===== config.mk =====
export PLATFORM = sky130hd
export DESIGN_NAME = mul_rr_arbiter
export DESIGN_NICKNAME = d
export VERILOG_FILES = /design/src/rtl/mul_arb_pkg.sv /design/src/rtl/mul4x4_addtree.sv /design/src/rtl/mul_rr_arbiter.sv
export SDC_FILE = /design/constraint.sdc
export NUM_CORES = 1
export LEC_CHECK = 0
export CELL_PAD_IN_SITES_DETAIL_PLACEMENT = 0
export CELL_PAD_IN_SITES_GLOBAL_PLACEMENT = 1
export CORE_UTILIZATION = 36
export DETAILED_ROUTE_END_ITERATION = 6
export GPL_ROUTABILITY_DRIVEN = 0
export HOLD_SLACK_MARGIN = 0.08
export PLACE_DENSITY = 0.78
export SLEW_MARGIN = 25
export SYNTH_ARGS = -nofsm -noshare
export SYNTH_HDL_FRONTEND = slang
export SYNTH_SLANG_ARGS = --single-unit

===== constraint.sdc =====
create_clock -name clk -period 4.3 [get_ports clk]
set_clock_uncertainty 0.15 [all_clocks]
set_input_delay 0.645 -clock clk [delete_from_list [all_inputs] [get_ports clk]]
set_output_delay 0.645 -clock clk [all_outputs]
set_load 0.005 [all_outputs]

===== src/rtl/mul_arb_pkg.sv =====
// Shared types, widths and the round-robin pick function for the multiplier arbiter.
package mul_arb_pkg;

    localparam int OP_W    = 4;
    localparam int RES_W   = 2 * OP_W;
    localparam int MAX_REQ = 4;

    // Operand pair carried through the single pipeline stage.
    typedef struct packed {
        logic [OP_W-1:0] a;
        logic [OP_W-1:0] b;
    } operands_t;

    // Width of a requester index; never narrower than one bit.
    function automatic int tag_w(input int nreq);
        return (nreq > 1) ? $clog2(nreq) : 1;
    endfunction

    // One-hot grant for the first eligible index at or after ptr, wrapping mod nreq.
    function automatic logic [MAX_REQ-1:0] rr_pick(
        input logic [MAX_REQ-1:0] elig,
        input logic [1:0]         ptr,
        input int                 nreq
    );
        logic [MAX_REQ-1:0] grant;
        logic [1:0]         idx;
        logic               found;
        grant = '0;
        found = 1'b0;
        for (int off = 0; off < MAX_REQ; off++) begin
            idx = 2'((int'(ptr) + off) % nreq);
            if (!found && (off < nreq) && elig[idx]) begin
                grant[idx] = 1'b1;
                found      = 1'b1;
            end
        end
        return grant;
    endfunction

endpackage


===== src/rtl/mul4x4_addtree.sv =====
// Combinational 4x4 unsigned multiplier: four shifted partial products summed
// by a two-level adder tree.
module mul4x4_addtree
    import mul_arb_pkg::*;
(
    input  logic [OP_W-1:0]  a,
    input  logic [OP_W-1:0]  b,
    output logic [RES_W-1:0] p
);

    logic [RES_W-1:0] pp [OP_W];
    logic [RES_W-1:0] sum_lo;
    logic [RES_W-1:0] sum_hi;

    // Partial product i is a shifted left by i, gated by bit i of b.
    always_comb begin
        for (int i = 0; i < OP_W; i++) begin
            pp[i] = b[i] ? (RES_W'(a) << i) : '0;
        end
    end

    // Two-level tree; 15*15 = 225 fits in RES_W so no carry is lost.
    assign sum_lo = pp[0] + pp[1];
    assign sum_hi = pp[2] + pp[3];
    assign p      = sum_lo + sum_hi;

endmodule


===== src/rtl/mul_rr_arbiter.sv =====
// Shares one 4x4 multiplier among NREQ requesters with round-robin arbitration,
// one accept per cycle, a single operand stage and a result slot per requester.
module mul_rr_arbiter
    import mul_arb_pkg::*;
#(
    parameter int NREQ = 2
) (
    input  logic                  clk,
    input  logic                  rst_n,
    input  logic                  ena,
    input  logic [NREQ-1:0]       req_valid,
    input  logic [NREQ*OP_W-1:0]  req_a,
    input  logic [NREQ*OP_W-1:0]  req_b,
    output logic [NREQ-1:0]       req_ready,
    output logic [NREQ-1:0]       rsp_valid,
    output logic [NREQ*RES_W-1:0] rsp_prod,
    input  logic [NREQ-1:0]       rsp_ready,
    output logic                  busy
);

    localparam int TAG_W = tag_w(NREQ);

    logic               vld_p1;
    logic [TAG_W-1:0]   tag_p1;
    operands_t          ops_p1;
    logic [TAG_W-1:0]   ptr;
    logic [NREQ-1:0]    inflight;
    logic [NREQ-1:0]    elig;
    logic [NREQ-1:0]    grant;
    logic [MAX_REQ-1:0] elig_w;
    logic [MAX_REQ-1:0] grant_w;
    logic               accept;
    logic [TAG_W-1:0]   accept_tag;
    operands_t          accept_ops;
    logic [RES_W-1:0]   product;
    logic               unused_grant;

    // A requester is blocked while its operation sits in stage 1, and while its
    // slot is full unless that slot is being consumed this cycle.
    always_comb begin
        for (int i = 0; i < NREQ; i++) begin
            inflight[i] = vld_p1 && (tag_p1 == TAG_W'(i));
        end
    end

    assign elig = req_valid & ~inflight & (~rsp_valid | rsp_ready);

    // Round-robin choice; ready is also forced low while reset is asserted.
    always_comb begin
        elig_w            = '0;
        elig_w[NREQ-1:0]  = elig;
        grant_w           = rr_pick(elig_w, 2'(ptr), NREQ);
        grant             = grant_w[NREQ-1:0] & {NREQ{ena & rst_n}};
    end

    assign unused_grant = ^grant_w;
    assign req_ready    = grant;
    assign accept       = |grant;

    // Encode the winning index and mux its operands into stage 1.
    always_comb begin
        accept_tag = '0;
        accept_ops = '0;
        for (int i = 0; i < NREQ; i++) begin
            if (grant[i]) begin
                accept_tag   = TAG_W'(i);
                accept_ops.a = req_a[i*OP_W +: OP_W];
                accept_ops.b = req_b[i*OP_W +: OP_W];
            end
        end
    end

    // Stage 1: capture the accepted operands and owner tag.
    always_ff @(posedge clk or negedge rst_n) begin
        if (!rst_n) begin
            vld_p1 <= 1'b0;
            tag_p1 <= '0;
            ops_p1 <= '0;
        end else begin
            vld_p1 <= accept;
            if (accept) begin
                tag_p1 <= accept_tag;
                ops_p1 <= accept_ops;
            end
        end
    end

    // Priority pointer moves just past the last winner; frozen when nothing is accepted.
    always_ff @(posedge clk or negedge rst_n) begin
        if (!rst_n) begin
            ptr <= '0;
        end else if (accept) begin
            ptr <= (accept_tag == TAG_W'(NREQ - 1)) ? '0 : accept_tag + 1'b1;
        end
    end

    mul4x4_addtree u_mul (
        .a (ops_p1.a),
        .b (ops_p1.b),
        .p (product)
    );

    // Result slots: fill from stage 1, clear on consumer handshake, hold data otherwise.
    always_ff @(posedge clk or negedge rst_n) begin
        if (!rst_n) begin
            rsp_valid <= '0;
            rsp_prod  <= '0;
        end else begin
            for (int i = 0; i < NREQ; i++) begin
                if (vld_p1 && (tag_p1 == TAG_W'(i))) begin
                    rsp_valid[i]                <= 1'b1;
                    rsp_prod[i*RES_W +: RES_W]  <= product;
                end else if (rsp_valid[i] && rsp_ready[i]) begin
                    rsp_valid[i] <= 1'b0;
                end
            end
        end
    end

    assign busy = vld_p1 | (|rsp_valid);

endmodule


# Yosys cells after proc, flatten, opt, wreduce, memory -nomap -nowiden
# Index checks and enable logic that the tools add are counted.
# W data, S select, Z words.
[op_classes]
addsub = 5
multipliers = 0
div_mod_pow = 0
magnitude_cmp = 4
n_eq_ne = 0
n_shift = 0
n_mux = 23
bitwise = 11
reduce_logical = 12
[op_table]
columns = ["operator", "count"]
rows = [
  ["$add A8 B8 Y8", 2],
  ["$mux W8", 2],
  ["$mux W1", 12],
  ["$add A6 B7 Y8", 1],
  ["$logic_and A1 B1 Y1", 7],
  ["$mux W7", 1],
  ["$and A2 B2 Y2", 3],
  ["$mux W6", 1],
  ["$mux W5", 1],
  ["$mux W2", 2],
  ["$mux W4", 1],
  ["$not A2 Y2", 2],
  ["$or A2 B2 Y2", 2],
  ["$reduce_bool A2 Y1", 2],
  ["$reduce_or A2 Y1", 2],
  ["$lt A1 B3 Y1 const B", 1],
  ["$lt A2 B3 Y1 const B", 1],
  ["$add A1 B1 Y1 const B", 2],
  ["$bmux W1 S2", 1],
  ["$demux W1 S2", 1],
  ["$ge A2 B1 Y1 const B", 1],
  ["$and A1 B1 Y1", 1],
  ["$and A1 B1 Y1 const A", 1],
  ["$demux W1 S1", 1],
  ["4 further kinds", 4],
]
[totals]
regBits = 29
latchBits = 0
ram_bits = 0
romBits = 0
inputBits = 23
n_memories = 0

# Longest topological paths before layout
# Gate-level depths: netlist of run 1.
[depth]
word_depth = 15
ltp_mapped = 10
depth_no_buf = 10

# By module
# A second synthesis of run 1 with hierarchy kept.
[unflattened]
hier_cells = 128
hier_area_um2 = 1650.3
[by_module_without_submodules]
columns = ["module", "n_inst", "cells_per_inst", "area_per_inst_um2"]
rows = [
  ["mul_rr_arbiter", 1, 86, 1265.0],
  ["mul4x4_addtree", 1, 42, 385.4],
]

# Least setup slack after synthesis of run 1
# Ideal clock, no wire load.
[synth_timing]
kind = "register -> register"
start = "register ops_p1[3] (netlist bit)"
end = "register rsp_prod[7]"
setup_ns = 0.136
arrival_time_ns = 2.708
setup_slack_ns = 1.306
stages_incl_launch_ff = 10
synth_period_minus_slack_ns = 2.994
path_cell_list = "dfrtp_1 > and2_1 > fa_1 > fa_1 > ha_1 > fa_1 > a21o_1 > a21oi_1 > xor2_1 > o21ai_0"
[synth_via]
elab_chain_cells = 3
[synth_rtl]
columns = ["element", "line", "rtl"]
rows = [
  ["from (decl)", "mul_rr_arbiter.sv:25", "operands_t ops_p1;"],
  ["from (signal assigned)", "mul_rr_arbiter.sv:83", "ops_p1 <= accept_ops;"],
  ["$mux W7", "mul4x4_addtree.sv:18", "pp[i] = b[i] ? (RES_W'(a) << i) : '0;"],
  ["$add A6 B7 Y8", "mul4x4_addtree.sv:24", "assign sum_hi = pp[2] + pp[3];"],
  ["$add A8 B8 Y8", "mul4x4_addtree.sv:25", "assign p = sum_lo + sum_hi;"],
  ["to (signal, indexed assignment)", "mul_rr_arbiter.sv:112", "rsp_prod[i*RES_W +: RES_W] <= product;"],
  ["to (decl)", "mul_rr_arbiter.sv:16", "output logic [NREQ*RES_W-1:0] rsp_prod,"],
]
# No other way between the ends.
# A chain may end at the register's enable or synchronous reset.

# Worst setup path after layout of run 1
[layout_timing]
start = "input rst_n"
end = "output req_ready[0]"
[layout_via]
elab_chain_cells = 2
[layout_rtl]
columns = ["element", "line", "rtl"]
rows = [
  ["from (decl)", "mul_rr_arbiter.sv:9", "input logic rst_n,"],
  ["$and A1 B1 Y1", "mul_rr_arbiter.sv:53", "grant = grant_w[NREQ-1:0] & {NREQ{ena & rst_n}};"],
  ["$and A2 B2 Y2", "mul_rr_arbiter.sv:53", ""],
  ["to (decl)", "mul_rr_arbiter.sv:14", "output logic [NREQ-1:0] req_ready,"],
]
# No other way between the ends.

==> results of run 1 <==
[flip-flops by register name, summed over array words and instances (netlist names)]
signal / flops
rsp_valid: 2
tag_p1: 1
vld_p1: 1
ops_p1: 8
ptr: 1
rsp_prod: 16
[final cells by class]
| type | count | area (um2) | area share [%] |
|---|---|---|---|
| Clock inverter | 2 | 10.0 | 0.458 |
| Sequential cell | 29 | 726 | 33.2 |
| Clock buffer | 6 | 72.6 | 3.32 |
| Inverter | 5 | 18.8 | 0.859 |
| Multi-Input combinational cell | 126 | 856 | 39.2 |
| Timing Repair Buffer | 44 | 438 | 20.0 |
| Tap cell | 52 | 65.1 | 2.98 |
[cells in the final DEF (no fill, tap or decap), types with 8 or more instances in the layout]
cell and count:
a31oi_1 8, and2_1 9, clkdlybuf4s50_1 43, dfrtp_1 29
ha_1 10, nand2_1 31, nand3_1 10, nor3_1 8
o21ai_0 14
[worst paths after layout]
check,end,slack (ps),cells past startpoint
worst min-delay path,rsp_prod[2]$_DFFE_PN0P_,320,2
worst max register to register,rsp_prod[7]$_DFFE_PN0P_,1120,9
worst min register to register,rsp_prod[2]$_DFFE_PN0P_,320,2
min in group asynchronous,rsp_prod[6]$_DFFE_PN0P_,720,2
worst max-delay path,req_ready[0],1070,5
max in group asynchronous,ops_p1[1]$_DFFE_PN0P_,3010,2
[metal layers]
layer / track usage, % / vias up
met1: 20.9 / 639
li1: - / 664
met3: 6.69 / 3
met5: 0 / -
met2: 27.5 / 65
met4: 4.08 / 0
[worst reg2reg max path: cells and delay by family, from the launching register on]
kind            cells  cell delay (ps)
xor+xnor            1              200
fa+ha+maj           4             1640
flops               1              430
simple gates        1              180
compound gates      3              430
[power by group through the flow]
stage | Sequential (mW) | Combinational [mW] | Clock, mW
after global placement | 0.464 | 0.798 | 0
after detailed placement | 0.469 | 0.816 | 0
after CTS | 0.464 | 0.831 | 0.216
final | 0.461 | 0.821 | 0.214
after floorplan | 0.457 | 0.524 | 0
after global routing | 0.483 | 0.940 | 0.234
[logic make-up (layout without fill, tap and decap cells)]
family | count (synthesis) | after routing
buffers and inverters | 12 | 57
AO/OA/AOI/OAI | 32 | 32
flip-flops | 29 | 29
XOR/XNOR | 3 | 3
multiplexers | 4 | 4
adder cells (fa/ha/maj) | 15 | 15
AND/OR/NAND/NOR | 72 | 72
[synth_stat cells, drive strengths merged]
cell    number  share of area (%)
nand2       31                7.1
dfrtp       29                 44
o21ai       17                5.4
and2        10                3.8
ha          10                7.6
nand3       10                3.0
nor3         9                3.4
a31oi        8                3.0
buf          6                2.4
fa           5                6.1
inv          5                1.1
mux2         4                2.7
a21oi        3               0.91
nand2b       3                1.1
a21o         2               0.91
and3         2               0.76
nor2         2               0.46
nor2b        2               0.76
xor2         2                1.1
clkbuf       1               0.23
nand4b       1               0.53
nor4b        1                1.4
o21a         1               0.46
o22ai        1               0.38
or3          1               0.46
xnor2        1               0.53
[per-stage QoR]
stage | instance area [um2] | std cells | total power, mW
after global routing | 2190 | 264 | 1.66
after CTS | 2190 | 264 | 1.51
after global placement | 2100 | 256 | 1.26
after floorplan | 1640 | 167 | 0.982
after detailed placement | 2100 | 256 | 1.28
final | 2190 | 264 | 1.50
==> impl_metrics.tcl, run 1 <==
set metrics [dict create \
    status "completed" \
    worstHoldStart "rsp_prod[2]$_DFFE_PN0P_" \
    hold_violations 0 \
    power_frac_comb_pct 54.9 \
    vias 1371 \
    utilization_pct 49.9 \
    cts_hold_buf 0 \
    grt_overflow_total 0 \
    htreeDepth 2 \
    max_stage_delay_ps 550 \
    slowest_stage "clkdlybuf4s50_1" \
    areaGrowthSynthToFinish_pct 33.1 \
    fillers 397 \
    drtAntennaViolNets 0 \
    cts_tree "done" \
    synth_mux_area_share_pct 2.74 \
    p_clk_share_pct 14.3 \
    switchingPower_mw 0.562 \
    critPathKind "input pin to primary output" \
    antenna_found_initial 0 \
    drt-total-wl_um 3540 \
    dp_slack_ps 1100 \
    cts.sinks 29 \
    synth_area_mm2 0.00164 \
    maxCapViolCount 0 \
    worst_pin_slew_ps 793 \
    synth_compound_area_share_pct 11.1 \
    worst-path-buf-inv 2 \
    globalRouteTotalUtil_pct 16.9 \
    synth_top_family_by_area "simple AND/OR/NAND/NOR gates" \
    grt_max_degree 30 \
    setup_slack_ps 1070 \
    yosysWarnings 0 \
    ys_ff_latch 29 \
    clk_latency_ps 290 \
    fin_nets 249 \
    grt_pass1_vias 1450 \
    rows 24 \
    root_buffer "clkbuf_8" \
    cts.clk_slew.worst_paths_ps 60 \
    rsz0062_at_grt "no" \
    crit_family "buffers and inverters" \
    clockBufferDepth 2 \
    highest_layer "met4" \
    period_share_pct 75.2 \
    core_mm2 0.00438 \
    cts_resized 0 \
    pwr-share-seq_pct 30.8 \
    yosysUniqueCellTypes 32 \
    power_density_mw_per_mm2 684 \
    intPower_mw 0.934 \
    synthCells 167 \
    reg2reg_from "ops_p1[4]$_DFFE_PN0P_" \
    post_synth_fa_ha_maj_area_fraction_pct 13.7 \
    synth-simple-area-share_pct 22.9 \
    met3_length_um 243 \
    whs_ps 324 \
    hold_class "flop to flop" \
    drt_iter0_markers 41 \
    initial_utilization_pct 37.5 \
    max_clock_freq_ghz 0.309 \
    dieHeight_um 69.6 \
    wire_per_inst_um 13.4 \
    synth_xor_area_share_pct 1.60 \
    portBuffers 43 \
    wl_met2_um 1690 \
    leakage_nw 0.975 \
    cpMostUsedCell "clkdlybuf4s50_1" \
    end_kind "primary output" \
    cts_buffers 5 \
    critPathLaunchType "input pin" \
    post-route-min-period_ps 3230 \
    drive_above_1_share_pct 7.55 \
    fp.dieW_um 69.6 \
    finalSetupViolCount 0 \
    startpoint "rst_n" \
    grt_pass1_wl_um 6400 \
    die-area_mm2 0.00484 \
    vdd.ir_drop.worst_mv 0.271 \
    via_per_inst 5.19 \
    antenna_cells 0 \
    slew_viol_final 0 \
    setup_tns_ps 0 \
    io_pins 44 \
    path_cells "clkdlybuf4s50_1 -> nand3_1 -> nor3_4 -> o21a_1 -> clkdlybuf4s50_1" \
    p_sw_share_pct 37.6 \
    synth.avg_cell_area_um2 9.84 \
    synthesis.nets 205 \
    dpl.hpwl_um 2790 \
    post-cts-setup-buffer-count 0 \
    maxSlewHeadroom_pct 47.0 \
    worstPathArrival_ps 2440 \
    yosysSeqAreaShare_pct 44.2 \
    wl_met1_um 1570 \
    cp_max_fo 10 \
    required_ps 3500 \
    drc 0 \
    drtPass1Iterations 6 \
]
No activity file was read; power rests on OpenSTA's default activity.
==> inputs of run 2 (changes only) <==
clock period = 3.1 ns   (was 4.3 ns; I/O delays follow)
==> run 2 against run 1 <==
  * Setup slack worse by 950 ps
  * Core utilization is 1.9 points higher
  * Sequential power is 34% higher
  * Critical path type is now flop to flop
  * Clock power is 34% higher
  * Highest routed layer unchanged
  * Final area is 3.7% higher
  * Worst hold slack worse by 3.3 ps
  * Non-clock buffer count is 10 higher
  * Via count is 0.22% lower
==> impl_metrics.tcl, run 2 (synthesized netlist as in run 1, its figures left out) <==
set metrics [dict create \
    max_stage_delay_ps 570 \
    rows 24 \
    power_density_mw_per_mm2 953 \
    cts_buffers 5 \
    critPathKind "flop to flop" \
    worstPathArrival_ps 2980 \
    fin_nets 259 \
    postLayoutCellArea_mm2 0.00227 \
    hold_class "flop to flop" \
    path_cells "and2_1 -> fa_1 -> fa_1 -> ha_2 -> fa_2 -> a21o_1 -> a21oi_2 -> xor2_1 -> o21ai_1" \
    globalRouteTotalUtil_pct 16.6 \
    reg2reg_depth 9 \
    hold_depth 2 \
    dp.cells 265 \
    cpMostUsedCell "fa_1" \
    cts_tree "done" \
    clockBufferDepth 2 \
    fp.dieW_um 69.6 \
    cts.sinks 29 \
    setup_tns_ps 0 \
    post-route-min-period_ps 2990 \
    leakage_nw 1.01 \
    drc 0 \
    cts.clk_slew.worst_paths_ps 60 \
    vdd.ir_drop.worst_mv 0.342 \
    wire_per_inst_um 13.3 \
    root_buffer "clkbuf_8" \
    grt_max_degree 30 \
    top_regs "rsp_prod: 16 flops, ops_p1: 8 flops, rsp_valid: 2 flops" \
    drtPass1Iterations 5 \
    portBuffers 43 \
    drt_iter0_markers 23 \
    hold_violations 0 \
    drtAntennaViolNets 0 \
    rsz0062_at_grt "no" \
    antenna_cells 0 \
    critPathLaunchType "flop" \
    status "completed" \
    p_total_mw 2.16 \
    cts_hold_buf 0 \
    largest_reg_flops 16 \
    htreeDepth 2 \
    period_share_pct 96.4 \
    end_kind "flop" \
    areaGrowthSynthToFinish_pct 38.0 \
    slowest_stage "fa_1" \
    io_pins 44 \
    dieHeight_um 69.6 \
    antenna_found_initial 0 \
    whs_ps 320 \
    max_clock_freq_ghz 0.335 \
    final_common_cell "clkdlybuf4s50_1" \
    die-area_mm2 0.00484 \
    vias 1368 \
    setup_slack_ps 112 \
    placed_area_mm2 0.00217 \
    maxSlewHeadroom_pct 62.4 \
    regMostFlops "rsp_prod" \
    finalSetupViolCount 0 \
    initial_utilization_pct 37.5 \
    fin_cells 274 \
    worst_pin_slew_ps 563 \
    drt-total-wl_um 3630 \
    required_ps 3090 \
    dp_slack_ps -64.0 \
    grt_overflow_total 0 \
    cp_max_fo 2 \
    grt_pass1_wl_um 6360 \
    utilization_pct 51.7 \
    clk_latency_ps 280 \
    maxCapViolCount 0 \
    grt_pass1_vias 1454 \
    via_per_inst 4.99 \
    core_mm2 0.00438 \
    slew_viol_final 0 \
    drive_above_1_share_pct 12.2 \
    dpl.hpwl_um 2950 \
    final_cell_mix "clkdlybuf4s50_1 (43), nand2_1 (31), dfrtp_1 (29)" \
]
## run 2: cell types whose count changed in the layout (fill, tap and decap cells not counted), moves of 2 or more
cell / previous run / this run
buf_4: 1 / 11
clkbuf_1: 1 / 3
o21ai_1: 2 / 4
clkinv_2: 2 / 0
o21ai_0: 14 / 12
## run 2: final timing paths
path	slack (ps)	to	start
max	110	rsp_prod[7]$_DFFE_PN0P_	ops_p1[3]$_DFFE_PN0P_
min	320	rsp_prod[3]$_DFFE_PN0P_	rsp_prod[3]$_DFFE_PN0P_
max reg2reg	110	rsp_prod[7]$_DFFE_PN0P_	ops_p1[3]$_DFFE_PN0P_
min reg2reg	320	rsp_prod[3]$_DFFE_PN0P_	rsp_prod[3]$_DFFE_PN0P_
max in group asynchronous	1980	ops_p1[6]$_DFFE_PN0P_	rst_n
min in group asynchronous	560	rsp_prod[5]$_DFFE_PN0P_	rst_n
## run 2: repair_timing
| item | CTS | global route |
|---|---|---|
| resized for setup | 2 | 3 |
| endpoints found under the setup margin | 2 | 2 |
| buffers inserted | 0 | 1 |
| pin swaps | 2 | 4 |
## run 2: cell type report
type	instances	area (um2)
fillers	407	2120
clock buffers	8	80.1
repair buffers	54	513
well taps	52	65.1
multi-input cells	126	865
flip-flops and latches	29	726
inverters	5	18.8
## run 2: where the power goes
group          internal [mW]  total (mW)  switching (mW)
clock                  0.159       0.286           0.128
combinational          0.672        1.25           0.582
sequential             0.529       0.620          0.0915
total                   1.36        2.16           0.801
## run 2: per-layer routing
layer	global-route usage [%]	part of all wire [%]	wire length (um)	up-vias
li1	-	-	-	680
met1	20.4	45	1630	630
met2	27.6	49	1770	55
met3	6.10	5.9	214	3
met4	3.85	0.77	28	0
met5	0	0	0	-
## run 2: worst max-delay path: cells and delay by family, from the launching register on
kind                     cells  cell delay [ps]
flip-flops                   1              370
XOR/XNOR                     1              210
adder cells (fa/ha/maj)      4             1550
AND/OR/NAND/NOR              1              170
AO/OA/AOI/OAI                3              410
